$ cat src/rtl/period_meter.sv
// Measures the period and high time of an asynchronous square wave in clk cycles,
// publishing each result through a valid/ready handshake with sticky overrun and timeout flags.
module period_meter #(
  parameter int unsigned CNT_W = 8
) (
  input  logic             clk,
  input  logic             reset,
  input  logic             sig_in,
  input  logic             clr,
  input  logic             meas_ready,
  output logic             meas_valid,
  output logic [CNT_W-1:0] period,
  output logic [CNT_W-1:0] high_time,
  output logic             overrun,
  output logic             timeout
);

  localparam logic [CNT_W-1:0] CntMax = '1;
  localparam logic [CNT_W-1:0] CntOne = CNT_W'(1);

  typedef enum logic [1:0] {StIdle, StHigh, StLow} state_e;

  state_e           state_q, state_d;
  logic             sync1_q, sync2_q, hist_q;
  logic [CNT_W-1:0] cnt_q, cnt_d;
  logic [CNT_W-1:0] hi_cnt_q, hi_cnt_d;
  logic [CNT_W-1:0] period_q, period_d;
  logic [CNT_W-1:0] high_q, high_d;
  logic             valid_q, valid_d;
  logic             overrun_q, overrun_d;
  logic             timeout_q, timeout_d;
  logic             rise, fall, sat, publish;

  always_ff @(posedge clk or negedge reset) begin
    if (!reset) begin
      sync1_q <= 1'b0;
      sync2_q <= 1'b0;
      hist_q  <= 1'b0;
    end else begin
      sync1_q <= sig_in;
      sync2_q <= sync1_q;
      hist_q  <= sync2_q;
    end
  end

  assign rise = sync2_q & ~hist_q;
  assign fall = ~sync2_q & hist_q;
  // Saturation wins over any edge in the same cycle so cnt never wraps.
  assign sat  = (state_q != StIdle) && (cnt_q == CntMax);

  always_comb begin
    state_d  = state_q;
    cnt_d    = cnt_q;
    hi_cnt_d = hi_cnt_q;
    publish  = 1'b0;
    unique case (state_q)
      StIdle: begin
        if (rise) begin
          state_d = StHigh;
          cnt_d   = CntOne;
        end
      end
      StHigh: begin
        if (sat) begin
          state_d = StIdle;
          cnt_d   = '0;
        end else if (rise) begin
          // Missed fall: restart the measurement from this rise.
          cnt_d = CntOne;
        end else if (fall) begin
          hi_cnt_d = cnt_q;
          cnt_d    = cnt_q + CntOne;
          state_d  = StLow;
        end else begin
          cnt_d = cnt_q + CntOne;
        end
      end
      StLow: begin
        if (sat) begin
          state_d = StIdle;
          cnt_d   = '0;
        end else if (rise) begin
          publish = 1'b1;
          cnt_d   = CntOne;
          state_d = StHigh;
        end else begin
          cnt_d = cnt_q + CntOne;
        end
      end
      default: state_d = StIdle;
    endcase
    if (clr) begin
      state_d  = StIdle;
      cnt_d    = '0;
      hi_cnt_d = '0;
      publish  = 1'b0;
    end
  end

  always_comb begin
    period_d  = period_q;
    high_d    = high_q;
    valid_d   = valid_q;
    overrun_d = overrun_q;
    timeout_d = timeout_q;
    if (publish) begin
      if (!valid_q || meas_ready) begin
        period_d = cnt_q;
        high_d   = hi_cnt_q;
        valid_d  = 1'b1;
      end else begin
        overrun_d = 1'b1;
      end
    end else if (meas_ready) begin
      valid_d = 1'b0;
    end
    if (sat) begin
      timeout_d = 1'b1;
    end else if (rise) begin
      timeout_d = 1'b0;
    end
    if (clr) begin
      period_d  = '0;
      high_d    = '0;
      valid_d   = 1'b0;
      overrun_d = 1'b0;
      timeout_d = 1'b0;
    end
  end

  always_ff @(posedge clk or negedge reset) begin
    if (!reset) begin
      state_q   <= StIdle;
      cnt_q     <= '0;
      hi_cnt_q  <= '0;
      period_q  <= '0;
      high_q    <= '0;
      valid_q   <= 1'b0;
      overrun_q <= 1'b0;
      timeout_q <= 1'b0;
    end else begin
      state_q   <= state_d;
      cnt_q     <= cnt_d;
      hi_cnt_q  <= hi_cnt_d;
      period_q  <= period_d;
      high_q    <= high_d;
      valid_q   <= valid_d;
      overrun_q <= overrun_d;
      timeout_q <= timeout_d;
    end
  end

  assign meas_valid = valid_q;
  assign period     = period_q;
  assign high_time  = high_q;
  assign overrun    = overrun_q;
  assign timeout    = timeout_q;

endmodule

$ cat config.mk
export PLATFORM = sky130hd
export DESIGN_NAME = period_meter
export DESIGN_NICKNAME = d
export VERILOG_FILES = /design/src/rtl/period_meter.sv
export SDC_FILE = /design/constraint.sdc
export NUM_CORES = 1
export LEC_CHECK = 0
export ABC_AREA = 1
export ABC_CLOCK_PERIOD_IN_PS = 2200
export CAP_MARGIN = 20
export CORE_MARGIN = 2
export CORE_UTILIZATION = 59
export DETAILED_ROUTE_END_ITERATION = 8
export GPL_TIMING_DRIVEN = 1
export HOLD_SLACK_MARGIN = 0.02
export PLACE_DENSITY = 0.94
export SYNTH_ARGS = -nofsm -noshare
export SYNTH_HDL_FRONTEND = slang
export SYNTH_SLANG_ARGS = --single-unit
export TNS_END_PERCENT = 5
$ cat constraint.sdc
create_clock -name clk -period 2.2 [get_ports clk]
set_input_delay 0.22 -clock clk [delete_from_list [all_inputs] [get_ports clk]]
set_output_delay 0.22 -clock clk [all_outputs]
set_load 0.03 [all_outputs]
==> results.rst <==
.. list-table::
   :header-rows: 1

   * - Metric
     - Value
   * - Result of the run
     - completed
   * - Number of design-rule violations left by the first detailed-router iteration
     - 191
   * - Share of the synthesized area in the top cell type
     - 50.5%
   * - Required time at the endpoint of the critical path
     - 2.44 ns
   * - Post-Route Setup TNS
     - 0 ns
   * - Setup crit start kind
     - flop
   * - Die extent in x
     - 62.0 um
   * - Post-synth EDFFs
     - 0
   * - Clock root cell
     - sky130_fd_sc_hd__clkbuf_4
   * - I/O Pins
     - 24
   * - Worst-Margin Slew
     - 0.836 ns
   * - Type of the worst setup path
     - flop to flop
   * - Initial Util
     - 60.4%
   * - Min cycle time layout
     - 1.83 ns
   * - Dominant register cell in the synthesized netlist
     - sky130_fd_sc_hd__dfrtp_1
   * - Type of element capturing the critical path
     - flop
   * - Post-synth design cell area
     - 1980 um2
   * - Class of the tightest hold or removal check
     - input port to flop
   * - Worst-case register-to-register setup slack
     - 0.37 ns
   * - Ratio of final minimum period to clock period
     - 83.0%
   * - I/O Buffers
     - 23
   * - Startpoint of the lowest-slack register-to-register path
     - state_q[1]
   * - Routed vias/inst
     - 5.41
   * - Most area-consuming cells after synthesis
     - sky130_fd_sc_hd__dfrtp_1 (50%), sky130_fd_sc_hd__nand2_1 (12%), sky130_fd_sc_hd__nand3_1 (7.6%)
   * - Worst reg-to-reg path cell count
     - 10
   * - Residual DRC count
     - 0
   * - Total track usage
     - 22.0%
   * - Most repeated cell in the gate-level netlist after synthesis
     - sky130_fd_sc_hd__nand2_1
   * - Antenna violations before repair
     - 0
   * - NumNets Final
     - 266
   * - Total nets after synthesis
     - 242
   * - Layout cells sized above 1
     - 12.8%
   * - Largest family of logic cells by synthesized area
     - simple AND/OR/NAND/NOR gates
   * - Hold path start
     - sig_in
   * - Power density over cell area
     - 640 nW/um2
   * - Share of synthesized cell area in and, or, nand and nor gates
     - 31.2%
   * - Depth of the CTS H-tree
     - 2
   * - Unrepaired setup endpoints after global routing
     - no
   * - Core Region
     - 3280 um2
   * - Share of the synthesized area in compound gates (AO/OA/AOI/OAI)
     - 6.94%
   * - Most numerous cell types in the synthesized netlist
     - sky130_fd_sc_hd__nand2_1 (61), sky130_fd_sc_hd__dfrtp_1 (40), sky130_fd_sc_hd__nand3_1 (30), sky130_fd_sc_hd__inv_1 (24), sky130_fd_sc_hd__nor2_1 (20)
   * - Via total after detailed routing
     - 1,638
   * - Worst clock skew
     - 0.0142 ns
   * - Average size of a mapped cell
     - 8.55 um2
   * - VDD IR max
     - 0.331 mV
   * - GRT overflow
     - 0
   * - Destination of the worst hold path
     - sync1_q
   * - Clock latency at the later pin of the worst-skew pair
     - 0.35 ns
   * - Total number of clock tree sinks
     - 40
   * - Antenna fix cells
     - 0
   * - Number of antenna-violating nets in the routed design
     - 0
   * - Xor and xnor fraction of the mapped netlist area
     - 0%
   * - Post-synthesis async set-or-reset flop share
     - 100%
   * - Worst setup slack before clock tree synthesis
     - 0.417 ns
   * - Part of the Yosys area used for sequential elements
     - 50.5%
   * - Die Y
     - 62.0 um
   * - Global-route wire length before repair
     - 6300 um
   * - Fill cell total of the finished layout
     - 222
   * - Tightest slew margin relative to the limit
     - 44.3%
   * - Count of synthesis-stage warnings from yosys
     - 0
   * - Vias in the first global route
     - 1,476
   * - Total length of routed wires
     - 3850 um
   * - Clock buffers created by TritonCTS
     - 5
   * - Area growth, synth to finish
     - 16.5%
   * - # Post-CTS Setup Buffers
     - 0
   * - FF-to-FF End
     - high_time[5]
   * - Area of the die
     - 3840 um2
   * - Power Total
     - 1.48 mW
   * - First drt pass iteration count
     - 6
   * - Setup slack after layout
     - 0.374 ns
   * - Number of failing hold endpoints at the final stage
     - 0
   * - Mean routed wirelength per cell
     - 12.7 um
   * - Highest clock rate
     - 548 MHz
   * - Number of placement rows
     - 21
   * - Mux share of post-synthesis cell area
     - 0%
   * - Post-synthesis cell type count
     - 23
   * - Cell type with the highest aggregate area in the netlist
     - sky130_fd_sc_hd__dfrtp_1
   * - Leakage power
     - 1.13 nW
   * - Maximum number of pins on one net before global-route repair
     - 41
   * - Critical Path AT
     - 2.07 ns
   * - Total of flip-flops plus latches after synthesis
     - 40
   * - Total of endpoints with negative setup slack in the final report
     - 0
   * - Gate Count Post-Synth
     - 232
   * - Critical path fanouts, max
     - 23
   * - Worst hold path stage count
     - 1
   * - Clock-pin slew on the worst setup and hold paths
     - 0.12 ns
   * - Placer congestion estimate
     - 0.900
   * - TritonCTS clock tree
     - done
   * - Adder-cell area share of the yosys netlist
     - 3.15%
   * - Final HPWL DP
     - 2740 um
   * - Fin. max-slew vios
     - 0
   * - Max Root-Sink Buffers
     - 2
   * - Max-capacitance violation count
     - 0
metal layers:
| metal | global-route usage (%) | part of all wire [%] | up-vias |
|---|---|---|---|
| li1 | - | - | 791 |
| met3 | 3.11 | 6.9 | 5 |
| met1 | 28.9 | 43 | 762 |
| met5 | 0 | 0 | - |
| met2 | 35.9 | 49 | 80 |
| met4 | 10.3 | 1.8 | 0 |
worst max-delay path by stage:
stage               startpoint            to  slack [ns]  cells past startpoint
finish              state_q[1]  high_time[5]        0.37                     10
global route        state_q[1]  high_time[5]        0.22                     10
CTS                 state_q[1]  high_time[5]        0.41                     10
detailed placement  state_q[1]     period[1]        0.42                     10
global placement    state_q[1]     period[4]        0.51                     10
floorplan           state_q[1]   hi_cnt_q[3]        0.75                     11
state kept, by name (all words and copies together) (netlist names), 2 cells and up:
name,flops
hi_cnt_q,8
high_time,8
cnt_q,8
state_q,2
period,8
logic make-up after synthesis:
| kind of cell | after synthesis |
|---|---|
| buffers and inverters | 35 |
| DFF | 40 |
| adders and majority gates | 5 |
| AOI/OAI and AO/OA | 22 |
| and+or+nand+nor | 130 |
through the flow:
stage / area, um2 / util [%] / std cells / hold slack (ns)
after floorplan: 1980 / - / 232 / -0.0756
after global placement: 2220 / 67.5 / 294 / 0.334
after detailed placement: 2220 / 67.5 / 294 / 0.340
after CTS: 2310 / 70.3 / 303 / 0.304
after global routing: 2310 / 70.3 / 303 / 0.315
final: 2310 / 70.3 / 303 / 0.308
layout by cell type (no fill, tap or decap), types with 4 or more instances in the layout:
master                             n
sky130_fd_sc_hd__o21ai_0           7
sky130_fd_sc_hd__nand4_1           5
sky130_fd_sc_hd__nand3_2           4
sky130_fd_sc_hd__clkbuf_4          5
sky130_fd_sc_hd__nor2_1           20
sky130_fd_sc_hd__nand3_1          30
sky130_fd_sc_hd__inv_1            24
sky130_fd_sc_hd__o21ai_2           6
sky130_fd_sc_hd__a21oi_1           6
sky130_fd_sc_hd__dfrtp_1          40
sky130_fd_sc_hd__ha_1              5
sky130_fd_sc_hd__nand2_2           4
sky130_fd_sc_hd__nand2_1          61
sky130_fd_sc_hd__clkdlybuf4s50_1  22
critical path: stages, from the launching register on:
cell and delay (ns):
sky130_fd_sc_hd__dfrtp_1 0.44, sky130_fd_sc_hd__inv_1 0.09, sky130_fd_sc_hd__ha_1 0.20, sky130_fd_sc_hd__inv_1 0.09
sky130_fd_sc_hd__nand2_1 0.07, sky130_fd_sc_hd__nor2_2 0.13, sky130_fd_sc_hd__nand2_4 0.14, sky130_fd_sc_hd__nand3_4 0.23
sky130_fd_sc_hd__nand2_2 0.18, sky130_fd_sc_hd__nand3_1 0.11, sky130_fd_sc_hd__nand2_1 0.05
area by class of cell:
cell class	instances	area, um2	share of cell area [%]
sequential	40	1000	43.3
multi-input combinational	157	820	35.5
timing repair buffer	26	250	10.8
inverter	26	97.6	4.23
tap	46	57.6	2.49
clock inverter	3	46.3	2.00
clock buffer	5	37.5	1.63
power breakdown:
| group | leakage [nW] | internal, mW | switching [mW] |
|---|---|---|---|
| registers | 0.548 | 0.758 | 0.0200 |
| clock network | 0.0418 | 0.243 | 0.252 |
| logic | 0.544 | 0.0652 | 0.141 |
| total | 1.13 | 1.07 | 0.413 |
timing repair:
action	4_1_cts	5_1_grt
hold buffers	1	0
hold endpoints to repair	40	0
gates resized for setup	0	0
No activity file was read; power rests on OpenSTA's default activity.
